`config.mk`:
```
export PLATFORM = sky130hd
export DESIGN_NAME = sbox_table_writer
export DESIGN_NICKNAME = d
export VERILOG_FILES = /design/src/rtl/sbox_table_writer.sv
export SDC_FILE = /design/constraint.sdc
export NUM_CORES = 1
export LEC_CHECK = 0
export ABC_AREA = 0
export ABC_CLOCK_PERIOD_IN_PS = 1800
export BUFFER_PORTS_ARGS = -buffer_cell sky130_fd_sc_hd__buf_2
export CORE_MARGIN = 5
export CORE_UTILIZATION = 52
export CTS_CLUSTER_SIZE = 12
export DETAILED_ROUTE_END_ITERATION = 6
export PLACE_DENSITY = 0.75
export SLEW_MARGIN = 0
export SYNTH_ARGS = -nofsm -noshare
export SYNTH_HDL_FRONTEND = slang
export SYNTH_SLANG_ARGS = --single-unit
```
`constraint.sdc`:
```
create_clock -name clk -period 1.8 [get_ports clk]
set_input_delay 0.09 -clock clk [delete_from_list [all_inputs] [get_ports clk]]
set_output_delay 0.09 -clock clk [all_outputs]
set_load 0.1 [all_outputs]
```
`src/rtl/sbox_table_writer.sv`:
```
// rtl/sbox_table_writer.sv - rewrites the masked S-box table from the unmasked source ROM; optional double buffering via SBOX_TABLE_DOUBLE_BUFFER_EN
module sbox_table_writer #(
    parameter int SRC_LATENCY = 2
) (
    input  logic       clk,
    input  logic       rst,
    input  logic       start,
    input  logic [7:0] m_in,
    input  logic [7:0] m_out,
    output logic [9:0] src_addr,
    input  logic [7:0] src_data,
    output logic [9:0] wr_addr,
    output logic [7:0] wr_data,
    output logic       wr_en,
    output logic       busy,
    output logic       done,
    output logic       active_page
);

    localparam logic [1:0] S_IDLE   = 2'd0;
    localparam logic [1:0] S_FILL   = 2'd1;
    localparam logic [1:0] S_DRAIN  = 2'd2;
    localparam logic [1:0] S_FINISH = 2'd3;

    // DRAIN lasts SRC_LATENCY+1 cycles so the final read reaches the write register
    localparam logic [1:0] DRAIN_LAST = 2'(SRC_LATENCY);

    logic [1:0] state_q, state_d;
    logic [7:0] idx_q, idx_d;
    logic [1:0] cnt_q, cnt_d;
    logic [7:0] m_in_q, m_in_d;
    logic [7:0] m_out_q, m_out_d;
    logic       ap_q, ap_d;

    logic [SRC_LATENCY-1:0] dl_vld_q, dl_vld_d;
    logic [7:0]             dl_idx_q [SRC_LATENCY];
    logic [7:0]             dl_idx_d [SRC_LATENCY];

    logic [9:0] wr_addr_q, wr_addr_d;
    logic [7:0] wr_data_q, wr_data_d;
    logic       wr_en_q, wr_en_d;

    logic       page;
    logic       aligned_vld;
    logic [7:0] aligned_idx;

    assign aligned_vld = dl_vld_q[SRC_LATENCY-1];
    assign aligned_idx = dl_idx_q[SRC_LATENCY-1];

    // Run sequencing: accept start only when idle, sweep 256 indices, then drain the ROM pipe
    always_comb begin
        state_d = state_q;
        idx_d   = idx_q;
        cnt_d   = cnt_q;
        m_in_d  = m_in_q;
        m_out_d = m_out_q;
        case (state_q)
            S_IDLE: begin
                if (start) begin
                    state_d = S_FILL;
                    idx_d   = 8'd0;
                    m_in_d  = m_in;
                    m_out_d = m_out;
                end
            end
            S_FILL: begin
                if (idx_q == 8'hFF) begin
                    state_d = S_DRAIN;
                    idx_d   = 8'd0;
                    cnt_d   = 2'd0;
                end else begin
                    idx_d = idx_q + 8'd1;
                end
            end
            S_DRAIN: begin
                if (cnt_q == DRAIN_LAST) begin
                    state_d = S_FINISH;
                    cnt_d   = 2'd0;
                end else begin
                    cnt_d = cnt_q + 2'd1;
                end
            end
            default: begin
                state_d = S_IDLE;
            end
        endcase
    end

    // Page selection: new table goes to the page readers are not using, swapped as the run completes
    always_comb begin
`ifdef SBOX_TABLE_DOUBLE_BUFFER_EN
        page = ~ap_q;
        ap_d = ap_q ^ ((state_q == S_DRAIN) && (cnt_q == DRAIN_LAST));
`else
        page = 1'b0;
        ap_d = 1'b0;
`endif
    end

    // Delay line carrying the issued index alongside the ROM read latency
    always_comb begin
        dl_vld_d    = '0;
        dl_idx_d    = dl_idx_q;
        dl_vld_d[0] = (state_q == S_FILL);
        dl_idx_d[0] = idx_q;
        for (int k = 1; k < SRC_LATENCY; k++) begin
            dl_vld_d[k] = dl_vld_q[k-1];
            dl_idx_d[k] = dl_idx_q[k-1];
        end
    end

    // Registered write port: masked address/data when a read lands, all zero otherwise
    always_comb begin
        wr_en_d   = aligned_vld;
        wr_addr_d = 10'd0;
        wr_data_d = 8'd0;
        if (aligned_vld) begin
            wr_addr_d = {1'b0, page, aligned_idx ^ m_in_q};
            wr_data_d = src_data ^ m_out_q;
        end
    end

    // State registers with synchronous reset
    always_ff @(posedge clk) begin
        if (rst) begin
            state_q   <= S_IDLE;
            idx_q     <= 8'd0;
            cnt_q     <= 2'd0;
            m_in_q    <= 8'd0;
            m_out_q   <= 8'd0;
            ap_q      <= 1'b0;
            dl_vld_q  <= '0;
            for (int k = 0; k < SRC_LATENCY; k++) begin
                dl_idx_q[k] <= 8'd0;
            end
            wr_en_q   <= 1'b0;
            wr_addr_q <= 10'd0;
            wr_data_q <= 8'd0;
        end else begin
            state_q   <= state_d;
            idx_q     <= idx_d;
            cnt_q     <= cnt_d;
            m_in_q    <= m_in_d;
            m_out_q   <= m_out_d;
            ap_q      <= ap_d;
            dl_vld_q  <= dl_vld_d;
            dl_idx_q  <= dl_idx_d;
            wr_en_q   <= wr_en_d;
            wr_addr_q <= wr_addr_d;
            wr_data_q <= wr_data_d;
        end
    end

    assign src_addr    = (state_q == S_FILL) ? {2'b00, idx_q} : 10'd0;
    assign wr_en       = wr_en_q;
    assign wr_addr     = wr_addr_q;
    assign wr_data     = wr_data_q;
    assign busy        = (state_q != S_IDLE);
    assign done        = (state_q == S_FINISH);
    assign active_page = ap_q;

endmodule

```
==> summary.md, run 1 <==
| Metric | Value |
|---|---|
| Max Cap Violations | 0 |
| Post-synthesis simple-gate area fraction | approximately a fifth |
| DP Area | 2800 sq um |
| Worst path arrival time | 1610 ps |
| DRT iter0 DRCs | 82 |
| Peak VDD IR | ~0.76 mV |
| WL final | 4.89 mm |
| Most frequent cells in the layout | dfxtp_1, buf_2, nand2_1, nor2_1, dlygate4sd3_1 |
| Post-DP HPWL | slightly below 3 mm |
| First-pass detailed-route iteration total | 4 |
| Avg Cell Area, Syn | 9.60 sq um |
| Initial Utilization | 53.6% |
| Final setup TNS | 0 ps |
| Core Box Area | ~4400 sq um |
| Pin count of the biggest net entering global routing | 42 |
| Complex-gate fraction of the synthesized area | under 10% |
| Worst reg-to-reg setup slack | 250 ps |
| Setup bufs post-CTS | 0 |
| Clk Latency, worst-skew pair | 330 ps |
| Post-Route Utilization | 73.6% |
| Final Hold Slack | 15.8 ps |
| Largest family of logic cells by synthesized area | simple AND/OR/NAND/NOR gates |
| Final Cell Area | 3230 sq um |
| CTS root buffer | clkbuf_8 |
| Finish-stage setup viols | 0 |
| Rows | 24 |
| Slowest cell on crit path | dfxtp_2 |
| Die Wd | 77.2 microns |
| Startpoint types | flip-flop |
| Synth Area in Adders | around 3.2% |
| Yosys top cell by area | dfxtp_1 |
| Share of cells above drive strength 1 | 26.1% |
| Crit path kind | flip-flop to primary output |
| PostCTS Resize Cnt | 0 |
| Initial antenna violation count | 0 |
| Final ANT Viol Nets | 0 |
| Fmax | 590 MHz |
| Mapped Cells | 245 |
| Register area share after synthesis | 53.6% |
| Placer congestion estimate | 0.740 |
| Top Ports | a little under 60 |
| WL/cell | approximately 13 microns |
| Lkg Pwr | 1.37 nW |
| CP Capture Type | primary output |
| # DRC | 0 |
| # hold bufs at CTS | 22 |
| Via count | 1,809 |
| Top cells by area, synth | dfxtp_1, xnor2_1, nand2_1 |
| Die H | 77.2 microns |
| Fin crit period | between 1500 and 2000 ps |
| Layout Nets | roughly 360 |
| CTS tree | yes |
| Worst slew margin | 57.5% |
| Slew Limit Fails | 0 |
| Synthesized flop and latch total | 63 |
| Synth top area share | 53.6% |
| Most common cell after layout, fill and taps aside | dfxtp_1 |
| Area grow syn2layout | 37.3% |
| Synthesized area | 2350 sq um |
| Status | completed |
| Required time worst endpoint | 1710 ps |
| Hold Path Class | input port to flip-flop |
| Synth Area in XOR/XNOR | 8.57% |
| CTS Buffer Depth | 2 |
| Slew @ Worst Pin | 636 ps |
| Vias per Instance | roughly 4.7 |
| Die area | ~6000 sq um |
| Register clock-pin slew on the reported worst setup and hold paths | 70 ps |
| Crit-path max cell delay | between 300 and 400 ps |
| Setup Skew | 8.93 ps |
| PortBufs | between 50 and 60 |
| RSZ-0062 raised after global routing | false |
| Tcrit/Tclk final | 94.2% |
| Remaining Overflow, GRT | 0 |
| First-pass GRT wire length | 8.14 mm |
| Worst Path Max Fanout | 11 |
| Power per cell area | approximately 1200 nW/um^2 |
| Crit-path cells | inv_2 > ha_1 > buf_4 > and2_1 > buf_12 |
| Post-synth cell types | 35 |
| TritonCTS buffer count | 9 |
| CTS Sinks | 63 |
| Max H-tree Level | 3 |
| Total global-route track usage | 16.9% |
| Vias in the first global route | 1,767 |
| Hold Vio Cnt, Final | 0 |
| Mux share of post-synthesis cell area | 0.905% |
| Ys Warns | 0 |
## synth_stat cells
| cell | instances |
|---|---|
| a211o_1 | 1 |
| a211oi_1 | 1 |
| a21o_1 | 1 |
| a21oi_1 | 16 |
| a2bb2oi_2 | 1 |
| a32o_1 | 2 |
| a41o_1 | 1 |
| and2_1 | 9 |
| and3_1 | 1 |
| buf_2 | 2 |
| buf_4 | 5 |
| clkbuf_1 | 8 |
| conb_1 | 1 |
| dfxtp_1 | 63 |
| ha_1 | 6 |
| inv_1 | 5 |
| mux2_2 | 1 |
| mux2i_1 | 1 |
| nand2_1 | 38 |
| nand2_2 | 1 |
| nand2b_1 | 1 |
| nand3_1 | 2 |
| nand4_1 | 2 |
| nand4_2 | 1 |
| nor2_1 | 25 |
| nor2b_1 | 18 |
| nor3_1 | 3 |
| nor4b_1 | 1 |
| nor4bb_1 | 1 |
| o2111ai_1 | 1 |
| o21ai_2 | 1 |
| o21ai_4 | 1 |
| o41ai_2 | 1 |
| xnor2_1 | 20 |
| xor2_1 | 3 |
## metal layers
metal,up-vias,wire [microns],GRT usage (%)
li1,933,-,-
met1,808,2090,19.1
met5,-,0,0
met3,10,319,6.79
met2,58,2410,28.1
met4,0,80,6.70
## flip-flops by register name (all words and copies together) (netlist names)
register     cells
dl_idx_d         8
wr_data          8
cnt_q            2
wr_en            1
m_out_q          8
dl_vld_q         2
wr_addr          8
m_in_q           8
aligned_idx      8
state_q          2
idx_q            8
## power breakdown
group          switching (mW)  internal [mW]
clock                   0.546          0.683
combinational           0.733          0.408
sequential             0.0876           1.52
## metrics by stage
step / worst slack [ps] / cells / power [mW]
2_1_floorplan: 19.0 / 249 / 2.54
6_report: 105 / 382 / 3.98
5_1_grt: 26.7 / 381 / 4.17
4_1_cts: 89.6 / 381 / 4.01
3_5_place_dp: 295 / 343 / 2.74
3_3_place_gp: 357 / 343 / 2.70
## logic make-up after synthesis
group                    after synthesis
adder cells (fa/ha/maj)                6
buffers and inverters                 20
flip-flops                            63
multiplexers                           2
XOR/XNOR                              23
other                                  1
AO/OA/AOI/OAI                         27
AND/OR/NAND/NOR                      103
## layout make-up
| class | instances | area (sq um) |
|---|---|---|
| Sequential cell | 63 | 1260 |
| Fill cell | 305 | 1160 |
| Multi-Input combinational cell | 166 | 1030 |
| Timing Repair Buffer | 79 | 636 |
| Clock buffer | 10 | 138 |
| Clock inverter | 6 | 68.8 |
| Tap cell | 52 | 65.1 |
| Inverter | 5 | 22.5 |
| Antenna cell | 1 | 2.50 |
## worst max-delay path: cells and delay by family, from the launching register on
| kind | cells | cell delay (ps) |
|---|---|---|
| buf+inv | 3 | 490 |
| flops | 1 | 350 |
| fa+ha+maj | 1 | 240 |
| simple gates | 1 | 200 |
## path summary, 6_finish.rpt
kind / start / end / cells past startpoint
setup reg to reg: idx_q[0] / cnt_q[0] / 5
setup / recovery: state_q[1] / src_addr[6] / 5
hold / removal: src_data[5] / wr_data[5] / 3
hold reg to reg: dl_idx_d[2] / aligned_idx[2] / 1
No activity file was read; power rests on OpenSTA's default activity.
==> run 2: changes to the inputs <==
--- a/config.mk
+++ b/config.mk
@@ -6,13 +6,13 @@
 export NUM_CORES = 1
 export LEC_CHECK = 0
 export ABC_AREA = 0
-export ABC_CLOCK_PERIOD_IN_PS = 1800
+export ABC_CLOCK_PERIOD_IN_PS = 2000
 export BUFFER_PORTS_ARGS = -buffer_cell sky130_fd_sc_hd__buf_2
 export CORE_MARGIN = 5
-export CORE_UTILIZATION = 52
+export CORE_UTILIZATION = 56
 export CTS_CLUSTER_SIZE = 12
 export DETAILED_ROUTE_END_ITERATION = 6
-export PLACE_DENSITY = 0.75
+export PLACE_DENSITY = 0.8
 export SLEW_MARGIN = 0
 export SYNTH_ARGS = -nofsm -noshare
 export SYNTH_HDL_FRONTEND = slang
==> constraint.sdc (replaced) <==
create_clock -name clk -period 2 [get_ports clk]
set_input_delay 0.1 -clock clk [delete_from_list [all_inputs] [get_ports clk]]
set_output_delay 0.1 -clock clk [all_outputs]
set_load 0.1 [all_outputs]
==> run 2 against run 1 <==
Worst hold slack worse by 7.5 ps. Die area down 6.2%. Count of clock-buffer cells in the layout up 4. Clock power down 15%. Critical endpoint is now src_addr[5]. Sequential power down 11%. Power down 14%. Final area down 10%. Critical path depth unchanged. Setup slack better by 27 ps. Sequential cell count unchanged. Register-to-register slack better by 80 ps. Global-route usage up 0.54 points.
==> summary.md, run 2 (synthesis gave the netlist of run 1 again) <==
| Metric | Value |
|---|---|
| Slew @ Worst Pin | 580 ps (was 636 ps) |
| WL final | 4.40 mm (was 4.89 mm) |
| Status | completed (unchanged) |
| Final ANT Viol Nets | 0 (unchanged) |
| Most common cell after layout, fill and taps aside | dfxtp_1 (unchanged) |
| Most frequent cells in the layout | dfxtp_1, buf_2, nand2_1, nor2_1, xnor2_1 (was dfxtp_1, buf_2, nand2_1, nor2_1, dlygate4sd3_1) |
| Max Cap Violations | 0 (unchanged) |
| Worst Hold Launch | src_data[2] (was src_data[5]) |
| Share of cells above drive strength 1 | 26.0% (was 26.1%) |
| Worst reg-to-reg setup slack | 330 ps (was 250 ps) |
| Vias per Instance | 4.80 (was 4.74) |
| Startpoint types | flip-flop (unchanged) |
| Setup bufs post-CTS | 0 (unchanged) |
| Fin crit period | 1870 ps |
| Hold Vio Cnt, Final | 0 (unchanged) |
| Die H | 74.8 microns (was 77.2 microns) |
| Area grow syn2layout | 23.0% (was 37.3%) |
| Power per cell area | 1190 nW/um^2 (was 1230 nW/um^2) |
| First-pass GRT wire length | 7.28 mm (was 8.14 mm) |
| Crit path kind | flip-flop to primary output (unchanged) |
| PortBufs | 53 (unchanged) |
| Remaining Overflow, GRT | 0 (unchanged) |
| Placer congestion estimate | 0.765 (was 0.740) |
| R2R Path End | idx_q[6] (was cnt_q[0]) |
| RSZ-0062 raised after global routing | false (unchanged) |
| Rows | 23 (was 24) |
| Worst R2R Path Depth | 6 (was 5) |
| DRT iter0 DRCs | 84 (was 82) |
| CTS tree | yes (unchanged) |
| CTS Sinks | 63 (unchanged) |
| Top Ports | 59 (unchanged) |
| CTS root buffer | clkbuf_8 (unchanged) |
| Pre-CTS WS | 331 ps (was 295 ps) |
| Tcrit/Tclk final | 93.4% |
| Die Wd | 74.8 microns (was 77.2 microns) |
| Total global-route track usage | 17.4% (was 16.9%) |
| Finish-stage setup viols | 0 (unchanged) |
| Peak VDD IR | 0.780 mV (was 0.760 mV) |
| WL/cell | 12.2 microns (was 12.8 microns) |
| Inserted Diodes | 0 (was 1) |
| Reg2Reg Launch Point | state_q[0] (was idx_q[0]) |
| Initial antenna violation count | 0 (unchanged) |
| TritonCTS buffer count | 9 (unchanged) |
| CP Capture Type | primary output (unchanged) |
| Max H-tree Level | 3 (unchanged) |
| Core Box Area | 4030 sq um (was 4380 sq um) |
| Register clock-pin slew on the reported worst setup and hold paths | 70 ps (about the same) |
| Worst Path Max Fanout | 9 (was 11) |
| Worst slew margin | 61.3% (was 57.5%) |
| Initial Utilization | 58.4% (was 53.6%) |
| Hold depth | 3 (unchanged) |
| Clk Latency, worst-skew pair | 320 ps (was 330 ps) |
| Hold Path Class | input port to flip-flop (unchanged) |
| Fmax | 535 MHz |
| Fin worst setup slack | 131 ps (was 105 ps) |
| Vias in the first global route | 1,618 (was 1,767) |
| Post-DP HPWL | 2.98 mm (was 2.96 mm) |
| # DRC | 0 (unchanged) |
| Slew Limit Fails | 0 (unchanged) |
| Pin count of the biggest net entering global routing | 42 (unchanged) |
| First-pass detailed-route iteration total | 4 (unchanged) |
| Layout Nets | 339 (was 357) |
| Required time worst endpoint | 1900 ps (was 1710 ps) |
| Final setup TNS | 0 ps (unchanged) |
| Fillcell total | 302 (was 305) |
| Via count | 1,732 (was 1,809) |
| Worst path arrival time | 1770 ps (was 1610 ps) |
| Lkg Pwr | 1.27 nW (was 1.37 nW) |
| Setup Skew | 3.82 ps (was 8.93 ps) |
| Die area | 5590 sq um (was 5970 sq um) |
| Hold Path Sink | wr_data[2] (was wr_data[5]) |
| CTS Buffer Depth | 2 (unchanged) |
| Final Hold Slack | 8.25 ps (was 15.8 ps) |
[run 2: cell count changes in the layout (fill, tap and decap cells not counted), moves of 3 or more]
cell,before,now
buf_12,8,0
buf_2,45,49
clkbuf_4,0,4
clkbuf_8,10,13
dlygate4sd3_1,22,3
[run 2: worst max path at each step]
| stage | from | to | slack, ps | cells after the start |
|---|---|---|---|---|
| 6_report | state_q[1] | src_addr[5] | 130 | 5 |
| 5_1_grt | state_q[1] | src_addr[4] | 20 | 5 |
| 4_1_cts | state_q[1] | src_addr[5] | 20 | 5 |
| 3_5_place_dp | state_q[0] | idx_q[6] | 330 | 6 |
| 3_3_place_gp | state_q[0] | idx_q[6] | 400 | 6 |
| 2_1_floorplan | state_q[0] | state_q[0] | 100 | 7 |
[run 2: final cells by class]
type                       count  area, sq um  area share [%]
clock buffer                  14          183            6.31
timing repair buffer          61          343            11.9
inverter                       5         22.5           0.779
clock inverter                 2         12.5           0.433
sequential                    63         1260            43.6
multi-input combinational    166         1010            34.9
tap                           50         62.6            2.16
[run 2: report_power, final]
| part | switching [mW] | internal [mW] | leakage (nW) |
|---|---|---|---|
| logic | 0.638 | 0.317 | 0.656 |
| registers | 0.0762 | 1.37 | 0.511 |
| clock network | 0.455 | 0.584 | 0.0987 |
[run 2: routing by layer]
layer / up-vias / GRT usage (%) / routed length (microns)
met5: - / 0 / 0
met4: 0 / 8.30 / 58
met3: 6 / 5.21 / 281
met2: 44 / 27.6 / 2150
met1: 783 / 21.8 / 1910
li1: 899 / - / -
[run 2: through the flow]
step / instances / power (mW) / util (%) / cell area, sq um
after floorplan: 249 / 2.22 / - / 2370
after global placement: 342 / 2.39 / 66.0 / 2660
after detailed placement: 342 / 2.41 / 66.0 / 2660
after CTS: 361 / 3.46 / 71.6 / 2880
after global routing: 361 / 3.60 / 71.8 / 2890
final: 361 / 3.43 / 71.8 / 2890
[run 2: repair_timing]
action	4_1_cts	5_1_grt
endpoints found under the hold margin	3	0
setup endpoints to repair	0	4
hold buffers	3	0
gates resized for setup	0	4
[run 2: worst max-delay path, stage by stage (launching register included)]
cell,delay [ps]
dfxtp_1,340
inv_1,110
ha_1,330
buf_4,210
and2_1,130
clkbuf_4,320
==> run 3: changes to the inputs <==
--- a/config.mk
+++ b/config.mk
@@ -5,14 +5,14 @@
 export SDC_FILE = /design/constraint.sdc
 export NUM_CORES = 1
 export LEC_CHECK = 0
-export ABC_AREA = 0
-export ABC_CLOCK_PERIOD_IN_PS = 2000
+export ABC_AREA = 1
+export ABC_CLOCK_PERIOD_IN_PS = 1600
 export BUFFER_PORTS_ARGS = -buffer_cell sky130_fd_sc_hd__buf_2
 export CORE_MARGIN = 5
-export CORE_UTILIZATION = 56
+export CORE_UTILIZATION = 47
 export CTS_CLUSTER_SIZE = 12
 export DETAILED_ROUTE_END_ITERATION = 6
-export PLACE_DENSITY = 0.8
+export PLACE_DENSITY = 0.71
 export SLEW_MARGIN = 0
 export SYNTH_ARGS = -nofsm -noshare
 export SYNTH_HDL_FRONTEND = slang
==> constraint.sdc (replaced) <==
create_clock -name clk -period 1.6 [get_ports clk]
set_input_delay 0.08 -clock clk [delete_from_list [all_inputs] [get_ports clk]]
set_output_delay 0.08 -clock clk [all_outputs]
set_load 0.1 [all_outputs]
==> run 3 against run 2 <==
Critical path depth rose by 1. Die area grew 21%. Highest routed layer unchanged. Sequential share of layout area fell by 5.5 points. Critical path type unchanged. Synthesized cell count up 24%. Via count increased by 15%.
==> summary.md, run 3 <==
| Metric | Value |
|---|---|
| Status | completed (unchanged) |
| Most common cell after layout, fill and taps aside | nor2_1 (was dfxtp_1) |
| Hold Vio Cnt, Final | 0 (unchanged) |
| DRT iter0 DRCs | 51 (was 84) |
| Top-count cell post-synth | nor2_1 (was dfxtp_1) |
| Vias in the first global route | 1,905 (was 1,618) |
| First-pass detailed-route iteration total | 4 (unchanged) |
| Startpoint types | flip-flop (unchanged) |
| Share of cells above drive strength 1 | 25.7% (was 26.0%) |
| Crit path kind | flip-flop to primary output (unchanged) |
| Ys async rst share | 0% (unchanged) |
| Setup bufs post-CTS | 0 (unchanged) |
| Required time worst endpoint | 1520 ps (was 1900 ps) |
| Total global-route track usage | 15.5% (was 17.4%) |
| Initial antenna violation count | 0 (unchanged) |
| Crit-path max cell delay | 350 ps (was 340 ps) |
| Via count | 1,999 (was 1,732) |
| Die Wd | 82.3 microns (was 74.8 microns) |
| Die area | 6770 sq um (was 5590 sq um) |
| Pin count of the biggest net entering global routing | 20 (was 42) |
| Layout Nets | 409 (was 339) |
| Remaining Overflow, GRT | 0 (unchanged) |
| Synth Flop Type | dfxtp_1 (unchanged) |
| Inserted Diodes | 0 (unchanged) |
| Fin worst setup slack | 91.2 ps (was 131 ps) |
| TritonCTS buffer count | 9 (unchanged) |
| Vias per Instance | 4.43 (was 4.80) |
| WL/cell | 10.8 microns (was 12.2 microns) |
| Ys Warns | 0 (unchanged) |
| Tcrit/Tclk final | 94.3% |
| Cells after DPL | 422 (was 342) |
| Crit-path cells | inv_2 > ha_4 > buf_6 > nand2_1 > inv_1 > buf_12 (was inv_1 > ha_1 > buf_4 > and2_1 > clkbuf_4) |
| Fin crit period | 1510 ps |
| Max H-tree Level | 3 (unchanged) |
| CP Capture Type | primary output (unchanged) |
| Synth top area share | 51.4% (was 53.6%) |
| CTS root buffer | clkbuf_8 (unchanged) |
| Power per cell area | 1580 nW/um^2 (was 1190 nW/um^2) |
| Top cells by area, synth | dfxtp_1, nor2_1, inv_1 (was dfxtp_1, xnor2_1, nand2_1) |
| CP bufs+invs | 4 (was 3) |
| Synthesized flop and latch total | 63 (unchanged) |
| Core Box Area | 5070 sq um (was 4030 sq um) |
| Layout Cells excl Fill | 451 (was 361) |
| Max Cap Violations | 0 (unchanged) |
| Register clock-pin slew on the reported worst setup and hold paths | 70 ps (about the same) |
| Synthesized area | 2450 sq um (was 2350 sq um) |
| Slew Limit Fails | 0 (unchanged) |
| CTS Buffer Depth | 2 (unchanged) |
| Avg Cell Area, Syn | 8.10 sq um (was 9.60 sq um) |
| Register area share after synthesis | 51.4% (was 53.6%) |
| Final ANT Viol Nets | 0 (unchanged) |
| Lkg Pwr | 1.52 nW (was 1.27 nW) |
| Pre-CTS WS | 217 ps (was 331 ps) |
| Final Cell Area | 3320 sq um (was 2890 sq um) |
| Die H | 82.3 microns (was 74.8 microns) |
| Post-Route Utilization | 65.4% (was 71.8%) |
| CTS Sinks | 63 (unchanged) |
| WL final | 4.88 mm (was 4.40 mm) |
| Placer congestion estimate | 0.762 (was 0.765) |
| CTS tree | yes (unchanged) |
| Setup Skew | 8.45 ps (was 3.82 ps) |
| DP Area | 2930 sq um (was 2660 sq um) |
| PortBufs | 53 (unchanged) |
| Post-synth EDFFs | 0 (unchanged) |
| Worst Path Max Fanout | 10 (was 9) |
| Slowest cell on crit path | dfxtp_2 (was dfxtp_1) |
| RSZ-0062 raised after global routing | false (unchanged) |
| Most frequent cells in the layout | nor2_1, dfxtp_1, buf_2, inv_1, nand2_1 (was dfxtp_1, buf_2, nand2_1, nor2_1, xnor2_1) |
| Hold Path Class | input port to flip-flop (unchanged) |
| Reg area | 1260 sq um (about the same) |
| Top Ports | 59 (unchanged) |
| Peak VDD IR | 1.45 mV (was 0.780 mV) |
| Fmax | 663 MHz |
| Mapped Cells | 303 (was 245) |
| First-pass GRT wire length | 7.99 mm (was 7.28 mm) |
| Area grow syn2layout | 35.3% (was 23.0%) |
| # DRC | 0 (unchanged) |
| Finish-stage setup viols | 0 (unchanged) |
| Multi-input gate area | 990 sq um (was 1010 sq um) |
| Rows | 26 (was 23) |
| Clk Latency, worst-skew pair | 330 ps (was 320 ps) |
| Post-DP HPWL | 3.49 mm (was 2.98 mm) |
| Initial Utilization | 48.4% (was 58.4%) |
| Yosys top cell by area | dfxtp_1 (unchanged) |
| Post-synth cell types | 26 (was 35) |
| Family with the most delay on the worst path | buffers and inverters (unchanged) |
| Fillcell total | 420 (was 302) |
| Worst path arrival time | 1430 ps (was 1770 ps) |
| List of most frequent post-synthesis cells | nor2_1, dfxtp_1, inv_1, nand2_1, o21ai_0 (was dfxtp_1, nand2_1, nor2_1, xnor2_1, nor2b_1) |
## run 3: metrics by stage
step                      setup TNS (ps)  hold WS [ps]  total power [mW]
after floorplan                     -743           217              3.29
after global placement                 0           320              3.57
after detailed placement               0           325              3.62
after CTS                              0          1.99              5.27
after global routing                   0          13.7              5.56
final                                  0          11.8              5.26
## run 3: what timing repair did
action / in CTS / in global routing
setup endpoints to repair: 8 / 8
hold buffers: 13 / 0
gates resized for setup: 2 / 3
hold endpoints to repair: 13 / 0
gates cloned: 0 / 0
## run 3: area by class of cell
cell class                      instances  share of cell area (%)
Clock buffer                           14                    5.50
Clock inverter                          2                    1.81
Inverter                               41                    4.75
Multi-Input combinational cell        189                    29.8
Sequential cell                        63                    38.1
Tap cell                               70                    2.64
Timing Repair Buffer                   72                    17.4
## run 3: cells by family after synthesis
family          Yosys count  synth area share (%)
other cells               1                 0.153
xor+xnor                 17                  6.07
fa+ha+maj                 6                  3.06
flops                    63                  51.4
compound gates           28                  5.96
simple gates            133                  23.4
buf+inv                  55                  9.94
## run 3: where the power goes
part           internal, mW  total, mW  switching (mW)  leakage, nW
registers              1.77       1.91           0.140        0.513
clock network          1.05       1.61           0.559        0.123
logic                 0.603       1.74            1.14        0.882
total                  3.42       5.26            1.84         1.52
## run 3: routing by layer
| metal | vias to the layer above | part of all wire [%] | global-route usage [%] |
|---|---|---|---|
| met5 | - | 0 | 0 |
| met4 | 0 | 1.6 | 7.97 |
| met3 | 9 | 6.8 | 4.45 |
| met2 | 55 | 46 | 26.3 |
| met1 | 880 | 46 | 17.5 |
| li1 | 1055 | - | - |
## run 3: path summary, 6_finish.rpt
| path | depth (start not counted) | from | end | slack (ps) |
|---|---|---|---|---|
| max reg2reg | 9 | state_q[0] | idx_q[3] | 160 |
| min reg2reg | 2 | dl_idx_d[2] | aligned_idx[2] | 400 |
| min | 3 | m_in[0] | m_in_q[0] | 10 |
| max | 6 | state_q[1] | src_addr[0] | 90 |
## run 3: tightest hold or removal path: cells and delay by family
kind / cells / cell delay (ps)
buf+inv: 1 / 80
compound gates: 1 / 70
simple gates: 1 / 80
